[config.mk]
export PLATFORM = sky130hd
export DESIGN_NAME = exe_stage
export DESIGN_NICKNAME = d
export VERILOG_FILES = /design/src/rtl/exe_stage.sv
export SDC_FILE = /design/constraint.sdc
export NUM_CORES = 1
export LEC_CHECK = 0
export CORE_MARGIN = 3
export CORE_UTILIZATION = 53
export CTS_BUF_LIST = sky130_fd_sc_hd__clkbuf_8
export CTS_CLUSTER_SIZE = 24
export DETAILED_ROUTE_END_ITERATION = 7
export PLACE_DENSITY = 0.95
export SYNTH_ARGS = -nofsm -noshare
export SYNTH_HDL_FRONTEND = slang
export SYNTH_SLANG_ARGS = --single-unit
[constraint.sdc]
create_clock -name clk -period 4.9 [get_ports clk]
set_input_delay 0.98 -clock clk [delete_from_list [all_inputs] [get_ports clk]]
set_output_delay 0.98 -clock clk [all_outputs]
set_load 0.01 [all_outputs]
[src/rtl/exe_stage.sv]
// Execute stage of the 4-register 8-bit teaching CPU: valid/allowin pipeline register plus ALU.
// Define ES_MUL_EN to build the iterative 8-cycle shift-and-add multiplier; otherwise op 0001 acts as NOP.
module exe_stage #(
    parameter int DATA_W   = 8,
    parameter int PC_W     = 8,
    parameter int DS_BUS_W = 4 + 2*DATA_W + PC_W,
    parameter int ES_BUS_W = 1 + DATA_W + PC_W
) (
    input  logic                clk,
    input  logic                resetn,
    input  logic                ds_to_es_valid,
    input  logic [DS_BUS_W-1:0] ds_to_es_bus,
    output logic                es_allowin,
    output logic                es_to_ws_valid,
    output logic [ES_BUS_W-1:0] es_to_ws_bus,
    input  logic                ws_allowin,
    output logic                es_illegal
);
    localparam logic [3:0] OP_ADD = 4'b1000;
    localparam logic [3:0] OP_SUB = 4'b0100;
    localparam logic [3:0] OP_AND = 4'b0010;
    localparam logic [3:0] OP_MUL = 4'b0001;
    localparam logic [3:0] OP_NOP = 4'b0000;

    logic                es_valid_q, es_valid_d;
    logic [DS_BUS_W-1:0] bus_q, bus_d;
    logic [3:0]          op;
    logic [DATA_W-1:0]   rx, ry, res;
    logic [PC_W-1:0]     pc;
    logic                res_flag, op_illegal, es_ready_go, accept, handoff;

    // Single-cycle ops; returns {flag, result}. The 9-bit sum/difference top bit is carry/borrow.
    function automatic logic [DATA_W:0] alu(input logic [3:0] f_op,
                                            input logic [DATA_W-1:0] a,
                                            input logic [DATA_W-1:0] b);
        logic [DATA_W:0] r;
        case (f_op)
            OP_ADD:  r = {1'b0, a} + {1'b0, b};
            OP_SUB:  r = {1'b0, a} - {1'b0, b};
            OP_AND:  r = {1'b0, a & b};
            default: r = '0;
        endcase
        return r;
    endfunction

    assign op = bus_q[DS_BUS_W-1 -: 4];
    assign ry = bus_q[PC_W+DATA_W +: DATA_W];
    assign rx = bus_q[PC_W +: DATA_W];
    assign pc = bus_q[PC_W-1:0];

    always_comb begin
        op_illegal = 1'b1;
        case (op)
            OP_ADD, OP_SUB, OP_AND, OP_MUL, OP_NOP: op_illegal = 1'b0;
            default:                                op_illegal = 1'b1;
        endcase
    end

`ifdef ES_MUL_EN
    localparam int                CNT_W    = $clog2(DATA_W);
    localparam logic [CNT_W-1:0]  CNT_LAST = CNT_W'(DATA_W - 1);

    typedef enum logic [1:0] {IDLE, MUL_RUN, MUL_DONE} state_t;

    state_t              state_q, state_d;
    logic [CNT_W-1:0]    cnt_q, cnt_d;
    logic [2*DATA_W-1:0] acc_q, acc_d;
    logic                is_mul;

    assign is_mul      = (op == OP_MUL);
    assign es_ready_go = !is_mul || (state_q == MUL_DONE);

    // A new accept always restarts the FSM; only a MUL enters MUL_RUN.
    always_comb begin
        state_d = state_q;
        cnt_d   = cnt_q;
        acc_d   = acc_q;
        if (accept) begin
            state_d = (ds_to_es_bus[DS_BUS_W-1 -: 4] == OP_MUL) ? MUL_RUN : IDLE;
            cnt_d   = '0;
            acc_d   = '0;
        end else begin
            case (state_q)
                MUL_RUN: begin
                    if (ry[cnt_q])
                        acc_d = acc_q + ({{DATA_W{1'b0}}, rx} << cnt_q);
                    cnt_d = cnt_q + CNT_W'(1);
                    if (cnt_q == CNT_LAST)
                        state_d = MUL_DONE;
                end
                MUL_DONE: if (ws_allowin) state_d = IDLE;
                default: ;
            endcase
        end
    end

    always_ff @(posedge clk or negedge resetn) begin
        if (!resetn) begin
            state_q <= IDLE;
            cnt_q   <= '0;
            acc_q   <= '0;
        end else begin
            state_q <= state_d;
            cnt_q   <= cnt_d;
            acc_q   <= acc_d;
        end
    end
`else
    assign es_ready_go = 1'b1;
`endif

    always_comb begin
        {res_flag, res} = alu(op, rx, ry);
`ifdef ES_MUL_EN
        if (is_mul) begin
            res      = acc_q[DATA_W-1:0];
            res_flag = |acc_q[2*DATA_W-1:DATA_W];
        end
`endif
    end

    assign es_allowin     = !es_valid_q || (es_ready_go && ws_allowin);
    assign es_to_ws_valid = es_valid_q && es_ready_go;
    assign accept         = ds_to_es_valid && es_allowin;
    assign handoff        = es_to_ws_valid && ws_allowin;
    assign es_to_ws_bus   = es_to_ws_valid ? {res_flag, res, pc} : '0;
    assign es_illegal     = es_valid_q && op_illegal;

    always_comb begin
        es_valid_d = es_valid_q;
        bus_d      = bus_q;
        if (accept) begin
            es_valid_d = 1'b1;
            bus_d      = ds_to_es_bus;
        end else if (handoff) begin
            es_valid_d = 1'b0;
        end
    end

    // Pipeline register boundary: decode -> execute.
    always_ff @(posedge clk or negedge resetn) begin
        if (!resetn) begin
            es_valid_q <= 1'b0;
            bus_q      <= '0;
        end else begin
            es_valid_q <= es_valid_d;
            bus_q      <= bus_d;
        end
    end
endmodule
==> load_flow_metrics.sql, run 1 <==
INSERT INTO impl_metrics (metric_group, metric, value, unit) VALUES
('min_path', 'hold_worst_path_end', 'bus_q[2]', ''),
('setup_path', 'critical_path.startpoint_type', 'register', ''),
('die', 'fp-row-count', '20', ''),
('timing', 'fin_ws', '0.503', 'ns'),
('setup_path', 'r2r_slack', '3.10', 'ns'),
('timing', 'min_period', '4.40', 'ns'),
('global_routing', 'first_pass_grt_wire_length', '6940', 'um'),
('die', 'initial_utilization', '57.1', '%'),
('synth', 'synth_top_flop_cell', 'sky130_fd_sc_hd__dfrtp_1', ''),
('clocking', 'tritoncts_num_sinks', '29', ''),
('setup_path', 'worst_reg2reg_path_endpoint', 'bus_q[19]', ''),
('timing', 'final_layout_setup_total_negative_slack', '0', 'ns'),
('clocking', 'post_cts_resize_count', '0', ''),
('placement', 'place_inst', '257', ''),
('power_and_ir_drop', 'worst_ir_drop_vdd', '222', 'uV'),
('timing', 'finalSetupViolations', '0', ''),
('timing', 'final.setup_skew', '0.00461', 'ns'),
('outcome', 'status', 'completed', ''),
('min_path', 'hold_path_class', 'reg -> reg', ''),
('die', 'die_height', '64.3', 'um'),
('routing', 'ant_nets', '0', ''),
('synth', 'synth.ff_latch_count', '29', ''),
('synth', 'syn_inst', '166', ''),
('routing', 'detailroute.via_count', '1509', ''),
('synth', 'synth.area.top_cells', 'sky130_fd_sc_hd__dfrtp_1 (40%), sky130_fd_sc_hd__mux2_2 (18%), sky130_fd_sc_hd__ha_1 (7.0%), sky130_fd_sc_hd__xnor2_1 (3.4%), sky130_fd_sc_hd__and2_1 (2.8%)', ''),
('global_routing', 'number_of_antenna_violations_at_the_first_check_in_global_routing', '0', ''),
('clocking', 'clock_latency_on_the_worst_skew_pair', '0.28', 'ns'),
('synth', 'yosysTopAreaCellShare', '40.3', '%'),
('setup_path', 'cp_max_fo', '8', ''),
('synth', 'synth_area_leader_cell', 'sky130_fd_sc_hd__dfrtp_1', ''),
('cells_and_area', 'post_layout_util', '77.1', '%'),
('setup_path', 'worst_path_largest_cell_delay', '0.58', 'ns'),
('timing', 'drv_slew', '0', ''),
('clocking', 'cts_made_buffers', '5', ''),
('global_routing', 'first_global_vias', '1603', ''),
('power_and_ir_drop', 'power.density_cell_area', '356', 'nW/um^2'),
('synth', 'synth_nets', '209', ''),
('placement', 'detailedPlacementHpwl', '3050', 'um'),
('timing', 'worst-slew-pin-transition', '0.664', 'ns'),
('timing', 'max_clock_freq', '227', 'MHz'),
('placement', 'portBuffers', '51', ''),
('setup_path', 'critical-path-slowest-cell', 'sky130_fd_sc_hd__clkdlybuf4s50_1', ''),
('timing', 'hold-worst-slack', '0.498', 'ns'),
('synth', 'post_synth_num_cell_types', '40', ''),
('power_and_ir_drop', 'leakagePower', '1.00', 'nW'),
('setup_path', 'regToRegStartpoint', 'es_to_ws_valid', ''),
('synth', 'syn_area', '1800', 'sq um'),
('routing', 'detailed_routing_iteration_count_for_the_pre_antenna_repair_pass', '4', ''),
('setup_path', 'critical_path_class', 'reg -> out', ''),
('min_path', 'min_delay_path_depth', '1', ''),
('synth', 'post_synth_edffs', '0', ''),
('setup_path', 'worstPathCellList', 'nor4b_4 -> mux2_2 -> fa_1 -> nor2b_1 -> o31a_1 -> o21a_1 -> nor3_1 -> o31ai_1 -> clkdlybuf4s50_1', ''),
('cells_and_area', 'final_common_cell', 'sky130_fd_sc_hd__clkdlybuf4s50_1', ''),
('cells_and_area', 'final-instance-count-excl-fill', '264', ''),
('synth', 'synth_seq_area_share', '40.3', '%'),
('placement', 'place_area', '2340', 'sq um'),
('routing', 'routed_wirelength', '4100', 'um'),
('power_and_ir_drop', 'power', '0.866', 'mW'),
('synth', 'ys_async_sr_fraction', '100', '%'),
('min_path', 'hold_path_startpoint', 'bus_q[2]', ''),
('timing', 'finalHoldViolCount', '0', ''),
('cells_and_area', 'final_cell_mix', 'sky130_fd_sc_hd__clkdlybuf4s50_1 (51), sky130_fd_sc_hd__mux2_2 (29), sky130_fd_sc_hd__dfrtp_1 (29)', ''),
('clocking', 'cts_tree', 'built', ''),
('global_routing', 'grt_use_total', '21.5', '%'),
('routing', 'routedWlPerCell', '15.5', 'um'),
('setup_path', 'critical_path.endpoint_type', 'output port', ''),
('routing', 'detail_route.drc_violations', '0', ''),
('setup_path', 'critPathRequiredTime', '3.92', 'ns'),
('run', 'cap_violations', '0', ''),
('die', 'core_area', '3150', 'sq um'),
('placement', 'finalWeightedCongestion', '0.883', '');
-- kinds of logic after synthesis --
| kind of cell | after synthesis | share of synthesized area [%] |
|---|---|---|
| and+or+nand+nor | 43 | 13.8 |
| AOI/OAI and AO/OA | 31 | 11.3 |
| muxes | 29 | 18.2 |
| DFF | 29 | 40.3 |
| buffers and inverters | 12 | 3.06 |
| xor gates and xnor gates | 11 | 5.35 |
| adders and majority gates | 11 | 8.07 |
-- Yosys cell counts, types with 2 or more instances --
cell type	number
sky130_fd_sc_hd__nand3_1	7
sky130_fd_sc_hd__ha_1	10
sky130_fd_sc_hd__xor2_1	4
sky130_fd_sc_hd__nor3_1	4
sky130_fd_sc_hd__buf_2	2
sky130_fd_sc_hd__o21ai_0	7
sky130_fd_sc_hd__nand2b_1	4
sky130_fd_sc_hd__inv_1	7
sky130_fd_sc_hd__mux2_2	29
sky130_fd_sc_hd__xnor2_1	7
sky130_fd_sc_hd__nor2_1	11
sky130_fd_sc_hd__a21oi_1	7
sky130_fd_sc_hd__o21a_1	3
sky130_fd_sc_hd__nand2_1	2
sky130_fd_sc_hd__and2_1	8
sky130_fd_sc_hd__dfrtp_1	29
sky130_fd_sc_hd__a31oi_1	2
-- worst max-delay path by stage --
stage | start | endpoint | slack, ns | cells after the start
floorplan | bus_q[27] | es_to_ws_bus[14] | 1.42 | 8
global placement | bus_q[27] | es_to_ws_bus[14] | 0.88 | 9
detailed placement | bus_q[27] | es_to_ws_bus[14] | 0.79 | 9
CTS | bus_q[27] | es_to_ws_bus[14] | 0.48 | 9
global route | bus_q[27] | es_to_ws_bus[14] | 0.17 | 9
finish | bus_q[27] | es_to_ws_bus[14] | 0.50 | 9
-- state kept, by name, indices dropped and copies added, names as in the netlist --
name / count
bus_q: 28
es_to_ws_valid: 1
-- final cells by class --
type | count | area, sq um
clock buffers | 6 | 82.6
flip-flops and latches | 29 | 726
inverters | 7 | 26.3
fillers | 233 | 723
clock inverters | 1 | 3.75
multi-input cells | 125 | 1020
well taps | 44 | 55.1
repair buffers | 52 | 518
-- metal layers --
layer / wire length (um) / part of all wire [%] / global-route usage, % / vias to the layer above
met5: 0 / 0 / 0 / -
met4: 129 / 3.1 / 10.0 / 0
met3: 317 / 7.7 / 7.38 / 15
met2: 2050 / 50 / 36.6 / 67
met1: 1610 / 39 / 24.0 / 724
li1: - / - / - / 703
-- power breakdown --
part	internal, mW	switching [mW]
registers	0.274	0.0423
clock network	0.109	0.0866
logic	0.191	0.162
total	0.575	0.291
-- worst max-delay path, delay by kind of cell, from the launching register on --
| family | cells | cell delay, ns |
|---|---|---|
| DFF | 1 | 0.44 |
| AOI/OAI and AO/OA | 3 | 0.57 |
| adders and majority gates | 1 | 0.45 |
| and+or+nand+nor | 3 | 0.70 |
| muxes | 1 | 0.42 |
| buffers and inverters | 1 | 0.58 |
Power figures use the tool's default switching activity.
==> run 2, diff against run 1 <==
Settings changed: CORE_UTILIZATION 53 to 25, PLACE_DENSITY 0.95 to 0.57, RECOVER_POWER set to 100.
==> run 2 against run 1 <==
The run now ends with max-capacitance violations, max-slew violations left. Global-route usage shrank 11 points. First-iteration DRC count shrank 53%. Sequential cell count is the same. Fmax shrank 1.9%. Core utilization shrank 41 points. Register-to-register slack lost 0.40 ns. Die area grew 100%. Highest routed layer unchanged. Sequential power is essentially flat. Via count shrank 4.0%. Critical path type unchanged. Clock power grew 13%. Combinational power shrank 4%.
==> load_flow_metrics.sql, run 2 (synthesis gave the netlist of run 1 again) <==
INSERT INTO impl_metrics (metric_group, metric, value, unit) VALUES
('clocking', 'cts_made_buffers', '5', ''),
('routing', 'initialDrtViolationCount', '65', ''),
('power_and_ir_drop', 'pwr-share-seq', '35.9', '%'),
('power_and_ir_drop', 'power.density_cell_area', '350', 'nW/um^2'),
('placement', 'portBuffers', '51', ''),
('global_routing', 'first_pass_grt_wire_length', '7080', 'um'),
('cells_and_area', 'drive_above_1_share', '17.2', '%'),
('clocking', 'cts_tree', 'built', ''),
('clocking', 'postCtsSetupRepairBufs', '0', ''),
('placement', 'place_inst', '309', ''),
('setup_path', 'critical_path.endpoint_type', 'output port', ''),
('routing', 'detailed_routing_iteration_count_for_the_pre_antenna_repair_pass', '4', ''),
('global_routing', 'grt_use_total', '10.8', '%'),
('timing', 'fin_ws', '0.419', 'ns'),
('outcome', 'violations', 'max-capacitance violations, max-slew violations', ''),
('setup_path', 'critPathRequiredTime', '3.92', 'ns'),
('power_and_ir_drop', 'worst_ir_drop_vdd', '135', 'uV'),
('timing', 'maxSlewHeadroom', '-10.9', '%'),
('routing', 'routed_wirelength', '4310', 'um'),
('cells_and_area', 'synthToLayoutAreaGrowth', '39.2', '%'),
('routing', 'ant_nets', '0', ''),
('timing', 'worst-slew-pin-transition', '1.66', 'ns'),
('setup_path', 'reg2reg_depth', '3', ''),
('global_routing', 'total_congestion_overflow_after_global_routing', '0', ''),
('die', 'core_area', '6870', 'sq um'),
('timing', 'final.setup_skew', '0.00629', 'ns'),
('timing', 'final_layout_setup_total_negative_slack', '0', 'ns'),
('setup_path', 'critical_path.startpoint_type', 'register', ''),
('power_and_ir_drop', 'clock_power_share', '25.2', '%'),
('cells_and_area', 'final_cell_mix', 'sky130_fd_sc_hd__clkdlybuf4s50_1 (39), sky130_fd_sc_hd__dfrtp_1 (29), sky130_fd_sc_hd__mux2_2 (28)', ''),
('routing', 'detailed_route_vias_per_instance', '4.57', ''),
('clocking', 'post_cts_resize_count', '0', ''),
('routing', 'detail_route.drc_violations', '0', ''),
('clocking', 'tritoncts_num_sinks', '29', ''),
('placement', 'place_area', '2410', 'sq um'),
('cells_and_area', 'antenna_cells_inserted', '0', ''),
('die', 'floorplan.io_pins', '52', ''),
('power_and_ir_drop', 'switchingPower', '0.292', 'mW'),
('cells_and_area', 'layout.cell_area.non_filler', '2500', 'sq um'),
('global_routing', 'number_of_antenna_violations_at_the_first_check_in_global_routing', '0', ''),
('placement', 'finalWeightedCongestion', '0.803', ''),
('timing', 'grt_setup_unrepaired', 'false', ''),
('clocking', 'clkTransAtPathRegs', '0.06', 'ns'),
('cells_and_area', 'final_common_cell', 'sky130_fd_sc_hd__clkdlybuf4s50_1', ''),
('cells_and_area', 'largest_reg_flops', '28', ''),
('clocking', 'clock_latency_on_the_worst_skew_pair', '0.28', 'ns'),
('timing', 'drv_slew', '30', ''),
('timing', 'finalSetupViolations', '0', ''),
('placement', 'detailedPlacementHpwl', '3150', 'um'),
('die', 'initial_utilization', '26.2', '%'),
('clocking', 'ctsLongestPathBuffers', '2', ''),
('run', 'cap_violations', '1', ''),
('routing', 'detailroute.via_count', '1449', ''),
('clocking', 'cts_hold_buffers', '0', ''),
('min_path', 'min_delay_path_depth', '1', ''),
('cells_and_area', 'num-nets-final', '263', ''),
('cells_and_area', 'largest_register', 'bus_q', ''),
('global_routing', 'grt_start_max_net_pins', '30', ''),
('power_and_ir_drop', 'power', '0.878', 'mW'),
('power_and_ir_drop', 'cell_internal_pwr', '0.585', 'mW'),
('power_and_ir_drop', 'p_sw_share', '33.3', '%'),
('placement', 'place_worst_setup_slack', '0.762', 'ns'),
('routing', 'routedWlPerCell', '13.6', 'um'),
('die', 'fp-row-count', '30', ''),
('power_and_ir_drop', 'comb_power_share', '38.9', '%'),
('cells_and_area', 'final-instance-count-excl-fill', '317', ''),
('die', 'die_x', '90.8', 'um'),
('timing', 'min_period', '4.48', 'ns'),
('setup_path', 'cp_max_fo', '8', ''),
('setup_path', 'critical_path_class', 'reg -> out', ''),
('die', 'die_height', '90.8', 'um'),
('min_path', 'hold_path_class', 'reg -> reg', ''),
('power_and_ir_drop', 'leakagePower', '1.02', 'nW'),
('timing', 'timing.final.crit_share', '91.5', '%'),
('clocking', 'clk_root_buffer_cell', 'sky130_fd_sc_hd__clkbuf_8', ''),
('global_routing', 'first_global_vias', '1492', ''),
('die', 'die_area', '8250', 'sq um'),
('clocking', 'number_of_h_tree_levels', '2', ''),
('setup_path', 'worstPathArrival', '3.50', 'ns'),
('timing', 'max_clock_freq', '223', 'MHz'),
('outcome', 'status', 'finished with violations', ''),
('timing', 'finalHoldViolCount', '0', '');
==> run 2: cell count changes in the layout (fill, tap and decap cells not counted), sizes merged <==
cell	previous run	this run
dlygate4sd3	0	12
clkinv	0	1
buf	1	0
inv	8	7
clkdlybuf4s50	51	39
clkbuf	6	8
==> run 2: final cells by class <==
| cell class | count | area [sq um] |
|---|---|---|
| Fill cell | 683 | 4370 |
| Multi-Input combinational cell | 125 | 1020 |
| Sequential cell | 29 | 726 |
| Timing Repair Buffer | 52 | 514 |
| Tap cell | 96 | 120 |
| Clock buffer | 7 | 96.3 |
| Inverter | 7 | 26.3 |
| Clock inverter | 1 | 5.00 |
==> run 2: final timing paths <==
| kind | startpoint | to | slack (ns) |
|---|---|---|---|
| worst max-delay path | bus_q[27] | es_to_ws_bus[15] | 0.42 |
| worst min-delay path | bus_q[7] | bus_q[7] | 0.50 |
| worst max register to register | es_to_ws_valid | bus_q[2] | 2.70 |
| worst min register to register | bus_q[7] | bus_q[7] | 0.50 |
| max in group asynchronous | resetn | bus_q[0] | 2.27 |
| min in group asynchronous | resetn | bus_q[15] | 1.66 |
==> run 2: power by group through the flow <==
stage | combinational [mW] | sequential, mW | clock, mW
after floorplan | 0.240 | 0.305 | 0
after global placement | 0.346 | 0.318 | 0
after detailed placement | 0.348 | 0.320 | 0
after CTS | 0.351 | 0.315 | 0.229
after global routing | 0.380 | 0.321 | 0.242
final | 0.341 | 0.315 | 0.221
==> run 2: routing by layer <==
layer / track usage [%] / part of all wire [%] / vias up
met4: 4.52 / 1.9 / 0
li1: - / - / 700
met2: 18.0 / 49 / 45
met5: 0 / 0 / -
met3: 3.83 / 6.2 / 9
met1: 12.6 / 43 / 695
==> run 2: critical path: stages (launching register included) <==
cell and delay (ns):
sky130_fd_sc_hd__dfrtp_1 0.44, sky130_fd_sc_hd__nor4b_4 0.49, sky130_fd_sc_hd__mux2_1 0.42, sky130_fd_sc_hd__inv_1 0.07, sky130_fd_sc_hd__ha_1 0.22, sky130_fd_sc_hd__nand2b_1 0.09, sky130_fd_sc_hd__a21oi_1 0.07, sky130_fd_sc_hd__a211oi_1 0.50
sky130_fd_sc_hd__a2111o_1 0.24, sky130_fd_sc_hd__nand3_1 0.06, sky130_fd_sc_hd__dlygate4sd3_1 0.61
==> run 2: stage by stage <==
stage                     hold WS, ns  utilization (%)
after global routing            0.518             36.4
after detailed placement        0.488             35.1
after global placement          0.481             35.1
after floorplan                 0.471                -
final                           0.502             36.4
after CTS                       0.503             36.5
